### config.mk
export PLATFORM = sky130hd
export DESIGN_NAME = bootloader_flat
export DESIGN_NICKNAME = d
export VERILOG_FILES = /design/src/rtl/boot_pkg.sv /design/src/rtl/bootloader_if.sv /design/src/rtl/boot_byte_packer.sv /design/src/rtl/bootloader.sv /design/src/flat_wrapper.sv
export SDC_FILE = /design/constraint.sdc
export NUM_CORES = 1
export LEC_CHECK = 0
export BUFFER_PORTS_ARGS = -buffer_cell sky130_fd_sc_hd__buf_2
export CAP_MARGIN = 20
export CORE_AREA = 2 2 100 140
export CTS_BUF_LIST = sky130_fd_sc_hd__clkbuf_4 sky130_fd_sc_hd__clkbuf_8 sky130_fd_sc_hd__clkbuf_16
export DETAILED_ROUTE_END_ITERATION = 12
export DIE_AREA = 0 0 102 142
export PLACE_DENSITY = 0.7
export SETUP_SLACK_MARGIN = 0.2
export SYNTH_ARGS = -nofsm -noshare
export SYNTH_HDL_FRONTEND = slang
export SYNTH_SLANG_ARGS = --single-unit
export TNS_END_PERCENT = 100
### constraint.sdc
create_clock -name clk -period 5.11 [get_ports clk]
set_input_delay 0.7665 -clock clk [delete_from_list [all_inputs] [get_ports clk]]
set_output_delay 0.7665 -clock clk [all_outputs]
set_load 0.02 [all_outputs]
### src/rtl/boot_pkg.sv
// Shared types and framing constants for the byte-stream program loader.
// Used by the loader FSM and by the byte packer.
package boot_pkg;

   typedef enum logic [2:0] {
      ST_LEN,
      ST_DATA,
      ST_CSUM,
      ST_DONE,
      ST_ERROR
   } state_t;

   localparam int HDR_BYTES  = 3;
   localparam int WORD_BYTES = 3;
   localparam int WORD_W     = 24;

endpackage

### src/rtl/bootloader_if.sv
// Byte-stream receive link and instruction-memory write port of the loader.
// The loader is the slave of the byte link and the master of the memory port.
interface boot_rx_if;
   logic [7:0] rx_data;
   logic       rx_valid;
   logic       rx_ready;

   modport master (output rx_data, output rx_valid, input rx_ready);
   modport slave  (input rx_data, input rx_valid, output rx_ready);
endinterface

interface boot_mem_if;
   logic        mem_we;
   logic [23:0] mem_addr;
   logic [23:0] mem_wdata;

   modport master (output mem_we, output mem_addr, output mem_wdata);
   modport slave  (input mem_we, input mem_addr, input mem_wdata);
endinterface

### src/rtl/boot_byte_packer.sv
// Little-endian byte-to-word packer: the first byte of a group lands in bits 7:0.
// word/word_valid are combinational on the final byte so the caller can register them.
module boot_byte_packer
   import boot_pkg::*;
(
   input  logic              clk,
   input  logic              rst_n,
   input  logic              clr,
   input  logic [7:0]        din,
   input  logic              stb,
   output logic [WORD_W-1:0] word,
   output logic              word_valid
);

   logic [1:0]        cnt;
   logic [WORD_W-9:0] sr;

   assign word       = {din, sr};
   assign word_valid = stb && (cnt == 2'(WORD_BYTES - 1));

   always_ff @(posedge clk or negedge rst_n) begin
      if (!rst_n) begin
         cnt <= '0;
         sr  <= '0;
      end else if (clr) begin
         cnt <= '0;
         sr  <= '0;
      end else if (stb) begin
         sr  <= {din, sr[WORD_W-9:8]};
         cnt <= word_valid ? 2'd0 : cnt + 2'd1;
      end
   end

endmodule

### src/rtl/bootloader.sv
// Framed program loader: header count, little-endian 24-bit words, XOR checksum.
// Holds the core in reset until a complete image with a matching checksum is loaded.
module bootloader
   import boot_pkg::*;
#(
   parameter logic [23:0] BASE_ADDR = 24'h000000,
   parameter int          MAX_WORDS = 4096
) (
   input  logic       clk,
   input  logic       rst_n,
   boot_rx_if.slave   rx,
   boot_mem_if.master mem,
   input  logic       start,
   output logic       core_rst,
   output logic       done,
   output logic       error
);

   localparam logic [WORD_W-1:0] MAX_N = WORD_W'(MAX_WORDS);

   state_t            state;
   logic [WORD_W-1:0] idx;
   logic [WORD_W-1:0] n_words;
   logic [7:0]        xsum;

   logic              hs;
   logic              pk_clr;
   logic              pk_stb;
   logic              pk_valid;
   logic [WORD_W-1:0] pk_word;

   assign hs     = rx.rx_valid && rx.rx_ready;
   assign pk_clr = start && (state == ST_DONE || state == ST_ERROR);
   assign pk_stb = hs && (state == ST_LEN || state == ST_DATA);

   // One packer serves both the header count and the payload words.
   boot_byte_packer u_packer (
      .clk        (clk),
      .rst_n      (rst_n),
      .clr        (pk_clr),
      .din        (rx.rx_data),
      .stb        (pk_stb),
      .word       (pk_word),
      .word_valid (pk_valid)
   );

   always_ff @(posedge clk or negedge rst_n) begin
      if (!rst_n) begin
         state         <= ST_LEN;
         core_rst      <= 1'b1;
         rx.rx_ready   <= 1'b0;
         mem.mem_we    <= 1'b0;
         mem.mem_addr  <= '0;
         mem.mem_wdata <= '0;
         done          <= 1'b0;
         error         <= 1'b0;
         idx           <= '0;
         n_words       <= '0;
         xsum          <= '0;
      end else begin
         mem.mem_we <= 1'b0;
         case (state)
            ST_LEN: begin
               rx.rx_ready <= 1'b1;
               if (hs) xsum <= xsum ^ rx.rx_data;
               if (pk_valid) begin
                  n_words <= pk_word;
                  if (pk_word == '0) begin
                     state <= ST_CSUM;
                  end else if (pk_word > MAX_N) begin
                     state       <= ST_ERROR;
                     error       <= 1'b1;
                     rx.rx_ready <= 1'b0;
                  end else begin
                     state <= ST_DATA;
                  end
               end
            end
            ST_DATA: begin
               if (hs) xsum <= xsum ^ rx.rx_data;
               if (pk_valid) begin
                  mem.mem_we    <= 1'b1;
                  mem.mem_addr  <= BASE_ADDR + idx;
                  mem.mem_wdata <= pk_word;
                  idx           <= idx + 1'b1;
                  if (idx == n_words - 1'b1) state <= ST_CSUM;
               end
            end
            ST_CSUM: begin
               if (hs) begin
                  rx.rx_ready <= 1'b0;
                  if (rx.rx_data == xsum) begin
                     state    <= ST_DONE;
                     done     <= 1'b1;
                     core_rst <= 1'b0;
                  end else begin
                     state <= ST_ERROR;
                     error <= 1'b1;
                  end
               end
            end
            ST_DONE, ST_ERROR: begin
               if (start) begin
                  state       <= ST_LEN;
                  core_rst    <= 1'b1;
                  done        <= 1'b0;
                  error       <= 1'b0;
                  rx.rx_ready <= 1'b1;
                  idx         <= '0;
                  xsum        <= '0;
               end
            end
            default: state <= ST_LEN;
         endcase
      end
   end

endmodule

### src/flat_wrapper.sv
// flat-port wrapper written by rule: the top's interface ports become plain ports
module bootloader_flat import boot_pkg::*;
#(
   parameter logic [23:0] BASE_ADDR = 24'h000000,
   parameter int          MAX_WORDS = 4096
)
  (clk, rst_n, start, core_rst, done, error, rx_rx_data, rx_rx_valid, rx_rx_ready, mem_mem_we, mem_mem_addr, mem_mem_wdata);
  boot_rx_if rx_i ();
  boot_mem_if mem_i ();
  input  logic clk;
  input  logic rst_n;
  input  logic start;
  output logic core_rst;
  output logic done;
  output logic error;
  input wire logic [$bits(rx_i.rx_data)-1:0] rx_rx_data;
  input wire logic [$bits(rx_i.rx_valid)-1:0] rx_rx_valid;
  output wire logic [$bits(rx_i.rx_ready)-1:0] rx_rx_ready;
  output wire logic [$bits(mem_i.mem_we)-1:0] mem_mem_we;
  output wire logic [$bits(mem_i.mem_addr)-1:0] mem_mem_addr;
  output wire logic [$bits(mem_i.mem_wdata)-1:0] mem_mem_wdata;
  assign rx_i.rx_data = rx_rx_data;
  assign rx_i.rx_valid = rx_rx_valid;
  assign rx_rx_ready = rx_i.rx_ready;
  assign mem_mem_we = mem_i.mem_we;
  assign mem_mem_addr = mem_i.mem_addr;
  assign mem_mem_wdata = mem_i.mem_wdata;
  bootloader #(.BASE_ADDR(BASE_ADDR), .MAX_WORDS(MAX_WORDS)) u_core (.clk(clk), .rst_n(rst_n), .rx(rx_i), .mem(mem_i), .start(start), .core_rst(core_rst), .done(done), .error(error));
endmodule
# After elaboration in Yosys (flattened, before gate mapping)

Cells that the tools add are included.

Register bits: 130
Input port bits: 12
Output and inout port bits: 53
Logic and storage cells: 99

Add/subtract/negate cells: 3
$lt $le $gt $ge: 1
Eq/ne operators: 17
Multiplexer cells: 41
Bitwise operators: 1
Reduce and logical (&&, ||, !) cells: 23

Operators by type and width:

| kind                  | count |
|---|---|
| $mux 24               | 2 |
| $pmux 24 s2           | 1 |
| $mux 16               | 2 |
| $add 24x1->24 const B | 1 |
| $eq 24x24->1          | 1 |
| $gt 24x13->1 const B  | 1 |
| $logic_not 24->1      | 1 |
| $mux 3                | 8 |
| $sub 24x1->24 const B | 1 |
| $mux 1                | 17 |
| $mux 8                | 2 |
| $pmux 8 s2            | 1 |
| $ne 2x2->1 const B    | 7 |
| $pmux 3 s4            | 1 |
| $reduce_and 3->1      | 3 |
| $eq 8x8->1            | 1 |
| $reduce_bool 2->1     | 4 |
| $xor 8x8->8           | 1 |
| $reduce_and 7->1      | 1 |
| $eq 3x2->1 const B    | 2 |
| $mux 2                | 3 |
| $ne 2x1->1 const B    | 3 |
| $pmux 1 s3            | 2 |
| $reduce_and 5->1      | 1 |
| other kinds (12)      | 19 |

# Longest topological paths before layout

Gate-level depths: netlist of run 1.

Depth after elaboration: 7
Mapped depth: 10
Gate-level depth less buffers: 9

# Cells and area by module

From an unflattened synthesis of run 1, not the netlist that was laid out.

Cells, all modules: 696
Area total of the unflattened synthesis: 6522.5 um2

Modules (own cells, without submodules):

| module           | times used | cells each | area an instance (um2) | sequential area each (um2) |
|---|---|---|---|---|
| bootloader       | 1          | 627        | 5719.2                 | 2803.9 |
| boot_byte_packer | 1          | 69         | 803.3                  | 450.4 |

# Worst setup path before layout of run 1

Ideal clock, no wire load.

Kind: reg-to-reg
Start point: register u_core.n_words[0]
End point: register u_core.state[1]
Setup time: 87 ps
Data arrival time: 2780 ps
Required time: 5023 ps
Setup slack: 2243 ps
Cell stages (with the launch flop): 11
Buffers on the path: 1
Period minus slack after synthesis: 2867 ps
Cells stage by stage: dfrtp_1 > inv_1 > ha_1 > or4b_4 > buf_6 > nor3_1 > mux2i_1 > o31ai_1 > a211o_1 > or4_1 > a211oi_2

Word-level cells in the longest chain between the ends: 4

Ends and longest elaborated chain:

| what                              | RTL line         | source |
|---|---|---|
| start: declaration                | bootloader.sv:23 | `logic [WORD_W-1:0] n_words;` |
| start signal: assignment          | bootloader.sv:67 | `n_words <= pk_word;` |
| $sub 24x1->24                     | bootloader.sv:86 | `if (idx == n_words - 1'b1) state <= ST_CSUM;` |
| $eq 24x24->1                      | bootloader.sv:86 |  |
| $ne 2x2->1 (no source line)       | -                |  |
| $reduce_and 5->1 (no source line) | -                |  |
| end signal: assignment            | bootloader.sv:86 |  |
| end signal: assignment            | bootloader.sv:93 | `state <= ST_DONE;` |
| end signal: assignment            | bootloader.sv:97 | `state <= ST_ERROR;` |
| end: declaration                  | bootloader.sv:21 | `state_t state;` |

Every way passes these cells.
A chain may end at the register's enable or synchronous reset.

# Final worst setup path of run 1

Start point: register u_core.state[1]
End point: register u_core.idx[7]

Word-level cells in the longest chain between the ends: 6
Elaborated cells between the ends (all ways): 13
Those cells by class: eq/ne (5); mux (1); reduce/logical (7)

Ends and longest elaborated chain:

| what                                          | RTL line                           | source |
|---|---|---|
| start signal: assignment                      | bootloader.sv:49                   | `state <= ST_LEN;` |
| start signal: assignment                      | bootloader.sv:69                   | `state <= ST_CSUM;` |
| start signal: assignment                      | bootloader.sv:71                   | `state <= ST_ERROR;` |
| $eq 3x1->1 or $logic_not 3->1 (tied branches) | bootloader.sv:34, bootloader.sv:62 |  |
| $logic_or 1x1->1                              | bootloader.sv:34                   | `assign pk_stb = hs && (state == ST_LEN \|\| state == ST_DATA);` |
| $logic_and 1x1->1                             | bootloader.sv:34                   |  |
| $logic_and 1x1->1                             | boot_byte_packer.sv:19             | `assign word_valid = stb && (cnt == 2'(WORD_BYTES - 1));` |
| $ne 2x2->1 (no source line)                   | -                                  |  |
| $reduce_and 3->1 (no source line)             | -                                  |  |
| end signal: assignment                        | bootloader.sv:85                   | `idx <= idx + 1'b1;` |
| end: declaration                              | bootloader.sv:22                   | `logic [WORD_W-1:0] idx;` |

Parallel ways exist; a longest one is shown, timed or not.

==> impl_metrics.yaml, run 1 <==
outcome:
  status: "finished, final reports clean"
detailed_routing:
  wirelength_um: 15600
  wl_per_cell_um: 16.5
  drt_iter0_markers: 327
  dr.pass1.iters: 5
  drc: 0
  dr_total_vias: 5289
  ant_nets: 0
  vias_per_cell: 5.59
logic_synthesis:
  synth_warnings: 0
  seq_area_frac_synth_pct: 50.1
  ys.flop_type: "dfrtp_1"
  netlist_area_um2: 6500
  ys_seq_elements: 130
  synth_edf_count: 0
  syn_inst: 704
  synth_cell_types: 67
  synth_nets: 718
  syn_area_per_cell_um2: 9.23
  async_reset_ff_share_pct: 100
pwr:
  pwr_density_cell_nw_per_um2: 416
  clockPowerShare_pct: 39.3
  seqPwrFrac_pct: 42.4
  leakage_nw: 3.70
  combPwrFrac_pct: 18.3
  p_switching_mw: 0.951
  swShare_pct: 30.3
  p_int_mw: 2.18
  ir_worst_vdd_v: 0.000210
place:
  dp_hpwl_um: 10900
  dp.cells: 913
  portBuffers: 64
  pre_cts_ws_ns: 1.13
  place_area_um2: 6900
  gp_congestion: 0.902
worst_setup_path:
  worstPathCellList: "nand4bb_1 -> buf_4 -> or4_2 -> inv_1 -> nor2_1 -> nor3_1 -> nand3_1 -> xor2_1 -> nor2_1"
  path_depth: 9
  crit_path_max_incr_delay_ns: 0.98
  r2r_setup_slack_ns: 1.54
  critical_path.startpoint_type: "flip-flop"
  worst-path-buf-inv: 2
  arrival_ns: 3.85
  cp_top_family: "simple AND/OR/NAND/NOR gates"
  startpoint: "u_core.state[1]"
  r2r_cells: 9
  rr_endpoint: "u_core.idx[7]"
  r2r-start: "u_core.state[1]"
  critPathKind: "flip-flop to flip-flop"
  crit_slowest_cell: "or4_2"
  worstPathRequired_ns: 5.39
  end_kind: "flip-flop"
  timing.critical_path.mode_cell: "nor2_1"
  crit_fanout: 30
  setup.worst_path.end: "u_core.idx[7]"
floorplan:
  die_area_um2: 14500
  io-pin-count: 65
  start_util_pct: 49.0
  die_h_um: 142
  core_area_um2: 13300
  die_w_um: 102
  rows: 50
grt:
  grt_overflow_total: 0
  antenna_found_initial: 0
  grtUsageTotal_pct: 22.9
  grt_pass1_wl_um: 25900
  grt_start_max_net_pins: 70
  grt_pass1_vias: 5143
sta:
  fin_tns_setup_ns: 0
  clock_skew_ns: 0.00636
  rsz0062_at_grt: "false"
  drv_slew: 0
  fin_crit_ns: 3.57
  max_freq_mhz: 280
  slew_headroom_pct: 33.0
  layout_setup_ws_ns: 1.54
  setup_viol: 0
  worst_slew_pin_slew_ns: 1.00
  final_hold_viol_count: 0
  post-route-period-util_pct: 69.9
min_path:
  worstHoldPathType: "flip-flop to flip-flop"
clock_network:
  clock_latency_ns: 0.41
  cts_tree: "yes"
  cts_setup_buffers: 0
  clk_path_buf_depth: 2
  cts.htree.levels: 4
  cts-root-buf: "clkbuf_16"
  cts.sinks: 130
  ctsResizeCount: 0
  cts_buffers: 17
  clkTransAtPathRegs_ns: 0.05
  hold_buffers: 0
final_layout:
  final_common_cell: "nand2_1"
  final_cell_mix: "nand2_1 (195), dfrtp_1 (129), buf_2 (63)"
  nets: 766
  areaGrowthSynthToFinish_pct: 16.1
  final_area_um2: 7540
  fill_cells: 1203
  layout-drive-gt1-share_pct: 17.8
  layoutNonFillerInstCount: 946
  diodes: 0
flow_run:
  drv_cap: 0
## power by group through the flow
stage          Clock, mW  Combinational (mW)  Sequential, mW
2_1_floorplan          0               0.248            1.43
3_3_place_gp           0               0.544            1.33
3_5_place_dp           0               0.559            1.34
4_1_cts             1.25               0.564            1.32
5_1_grt             1.30               0.640            1.35
6_report            1.23               0.575            1.33
## synth_stat cells, types with 4 or more instances
| cell type | count | area (µm²) |
|---|---|---|
| inv_1 | 19 | 71.3 |
| nand3b_1 | 4 | 30.0 |
| a21oi_1 | 33 | 165 |
| nand4_1 | 11 | 68.8 |
| clkbuf_1 | 32 | 120 |
| nand3_1 | 12 | 60.1 |
| mux2_2 | 20 | 225 |
| nand2_1 | 195 | 732 |
| xor2_1 | 27 | 236 |
| a2111o_1 | 4 | 45.0 |
| o21ai_0 | 34 | 170 |
| nor2b_1 | 8 | 50.1 |
| or4_1 | 5 | 37.5 |
| nor3_1 | 11 | 55.1 |
| nor4_1 | 12 | 75.1 |
| and3_1 | 4 | 25.0 |
| buf_1 | 4 | 15.0 |
| dfrtp_1 | 129 | 3230 |
| nor2_1 | 40 | 150 |
| or3_1 | 5 | 31.3 |
| a22o_1 | 7 | 61.3 |
| xnor2_1 | 23 | 201 |
## per-layer routing
layer,wire [µm],vias to the layer above,track usage [%]
li1,-,2501,-
met1,6140,2590,27.9
met2,8230,155,39.0
met3,678,43,4.52
met4,530,0,9.96
met5,0,-,0
## cells by family (layout without fill, tap and decap cells)
group	Yosys count	in the layout	synth area share, %
muxes	21	21	3.62
AOI/OAI and AO/OA	112	112	11.7
xor gates and xnor gates	50	50	6.74
DFF	130	130	50.1
adders and majority gates	2	2	0.385
buffers and inverters	61	121	3.99
and+or+nand+nor	328	328	23.4
## final cells by class
type | count | area, µm² | area share, %
sequential | 130 | 3250 | 43.1
timing repair buffer | 71 | 403 | 5.34
clock buffer | 21 | 468 | 6.20
multi-input combinational | 513 | 2980 | 39.6
inverter | 19 | 71.3 | 0.946
clock inverter | 10 | 134 | 1.78
tap | 182 | 228 | 3.02
## worst reg2reg max path, stage by stage, from the launching register on
cell       delay [ns]
dfrtp_1          0.55
nand4bb_1        0.26
buf_4            0.23
or4_2            0.99
inv_1            0.54
nor2_1           0.18
nor3_1           0.34
nand3_1          0.13
xor2_1           0.16
nor2_1           0.05
## sequential cells by signal, indices dropped and copies added (netlist names)
register	cells
u_core.idx	24
u_core.mem.mem_addr	24
u_core.mem.mem_wdata	24
u_core.n_words	24
u_core.u_packer.sr	16
u_core.xsum	8
u_core.state	3
u_core.u_packer.cnt	2
u_core.core_rst	1
u_core.done	1
u_core.error	1
u_core.mem.mem_we	1
u_core.rx.rx_ready	1
## worst min path at each step
stage               cells past startpoint  slack, ns                     start                        to
floorplan                               0       0.47                     rst_n               u_core.done
CTS                                     2       0.47  u_core.mem.mem_wdata[14]  u_core.mem.mem_wdata[14]
detailed placement                      2       0.46  u_core.mem.mem_wdata[14]  u_core.mem.mem_wdata[14]
global route                            2       0.49   u_core.mem.mem_addr[18]   u_core.mem.mem_addr[18]
global placement                        2       0.46   u_core.mem.mem_addr[14]   u_core.mem.mem_addr[14]
finish                                  2       0.47  u_core.mem.mem_wdata[14]  u_core.mem.mem_wdata[14]
## through the flow
stage / util (%) / power (mW) / hold WS [ns]
finish: 56.9 / 3.13 / 0.465
global route: 56.9 / 3.29 / 0.492
CTS: 56.5 / 3.13 / 0.472
floorplan: - / 1.68 / 0.471
detailed placement: 52.0 / 1.90 / 0.459
global placement: 52.0 / 1.88 / 0.457
(Power assumes the default switching activity.)
==> inputs of run 2 (changes only) <==
==> constraint.sdc (replaced) <==
create_clock -name clk -period 3.61 [get_ports clk]
set_input_delay 0.5415 -clock clk [delete_from_list [all_inputs] [get_ports clk]]
set_output_delay 0.5415 -clock clk [all_outputs]
set_load 0.02 [all_outputs]
==> impl_metrics.yaml, run 2 (synthesis gave the netlist of run 1 again) <==
grt:
  grt_start_max_net_pins: 78
  grt_pass1_vias: 5258
  grt_pass1_wl_um: 26200
  grt_overflow_total: 0
  antenna_found_initial: 0
  grtUsageTotal_pct: 23.3
clock_network:
  clkTransAtPathRegs_ns: 0.06
  cts_buffers: 17
  cts_tree: "yes"
  cts.sinks: 130
  hold_buffers: 0
  cts.htree.levels: 4
  clock_latency_ns: 0.42
  clk_path_buf_depth: 2
  cts-root-buf: "clkbuf_16"
floorplan:
  io-pin-count: 65
  die_h_um: 142
  die_area_um2: 14500
  die_w_um: 102
  core_area_um2: 13300
  rows: 50
  start_util_pct: 49.0
sta:
  holdWs_ns: 0.151
  fin_crit_ns: 3.20
  fin_tns_setup_ns: 0
  clock_skew_ns: 0.0106
  post-route-period-util_pct: 88.6
  max_freq_mhz: 313
  rsz0062_at_grt: "false"
  drv_slew: 0
  slew_headroom_pct: 33.8
  final_hold_viol_count: 0
  worst_slew_pin_slew_ns: 0.982
  setup_viol: 0
final_layout:
  final_area_um2: 7530
  nets: 769
  final_common_cell: "nand2_1"
  final_cell_mix: "nand2_1 (195), dfrtp_1 (128), buf_2 (63)"
  layout-drive-gt1-share_pct: 18.4
  layoutNonFillerInstCount: 950
  diodes: 0
  areaGrowthSynthToFinish_pct: 16.0
  fill_cells: 1205
worst_setup_path:
  timing.critical_path.mode_cell: "or4_1"
  critPathKind: "flip-flop to flip-flop"
  worstPathRequired_ns: 3.94
  end_kind: "flip-flop"
  cp_top_family: "simple AND/OR/NAND/NOR gates"
  crit_fanout: 7
  crit_path_max_incr_delay_ns: 0.59
  worst-path-buf-inv: 1
  arrival_ns: 3.53
  critical_path.startpoint_type: "flip-flop"
  crit_slowest_cell: "or4_1"
  worstPathCellList: "inv_1 -> ha_1 -> nor4b_2 -> nand4_1 -> or4_1 -> o22ai_1 -> a21oi_1 -> or4_1 -> a211oi_2"
pwr:
  ir_worst_vdd_v: 0.000310
  pwr_density_cell_nw_per_um2: 579
  p_total_mw: 4.36
  leakage_nw: 3.69
detailed_routing:
  dr.pass1.iters: 5
  ant_nets: 0
  wl_per_cell_um: 16.6
  dr_total_vias: 5270
  drc: 0
  wirelength_um: 15800
  drt_iter0_markers: 262
  vias_per_cell: 5.55
min_path:
  worstHoldPathType: "primary input to asynchronous set/reset pin"
place:
  dp.cells: 917
  place_area_um2: 6940
  dp_hpwl_um: 11100
  gp_congestion: 0.879
  portBuffers: 64
outcome:
  status: "finished, final reports clean"
flow_run:
  drv_cap: 0
run 2: report_power, final:
part / internal [mW] / switching [mW]
registers: 1.68 / 0.185
logic: 0.270 / 0.540
clock network: 0.994 / 0.685
total: 2.95 / 1.41
run 2: through the flow:
step / worst slack [ns] / utilization, %
final: 0.413 / 56.8
after global routing: 0.276 / 56.8
after CTS: 0.368 / 56.7
after detailed placement: 0.397 / 52.3
after global placement: 0.444 / 52.3
after floorplan: 0.743 / -
run 2: worst paths after layout:
path                            cells past startpoint               startpoint                 endpoint  slack [ns]
worst max-delay path                                9        u_core.n_words[0]          u_core.state[1]        0.41
worst min-delay path                                1                    rst_n            u_core.idx[9]        0.15
worst max register to register                      9        u_core.n_words[0]          u_core.state[1]        0.41
worst min register to register                      2  u_core.mem.mem_addr[12]  u_core.mem.mem_addr[12]        0.47
max in group asynchronous                           2                    rst_n          u_core.core_rst        2.58
min in group clk                                    3            rx_rx_data[0]    u_core.u_packer.sr[8]        0.39
run 2: metal layers:
metal | up-vias | global-route usage [%] | wire (µm)
met5 | - | 0 | 0
met3 | 38 | 4.86 | 575
li1 | 2506 | - | -
met4 | 0 | 10.7 | 510
met2 | 128 | 40.5 | 8230
met1 | 2598 | 27.2 | 6500
run 2: timing repair:
action                                  in CTS  in global routing
resized for setup                            0                  1
buffers inserted                             0                  0
endpoints found under the setup margin       0                  3
run 2: layout make-up:
class                   count  area, µm²  area share, %
repair buffers             74        418           5.55
clock inverters            13        124           1.64
well taps                 182        228           3.02
inverters                  19       71.3          0.947
flip-flops and latches    130       3260           43.2
multi-input cells         513       2980           39.6
clock buffers              19        453           6.01
run 2: worst reg2reg max path, cell delays in order (launching register included):
cell and delay, ns:
dfrtp_1 0.42, inv_1 0.07, ha_1 0.24, nor4b_2 0.39, nand4_1 0.32, or4_1 0.59
o22ai_1 0.17, a21oi_1 0.08, or4_1 0.60, a211oi_2 0.24
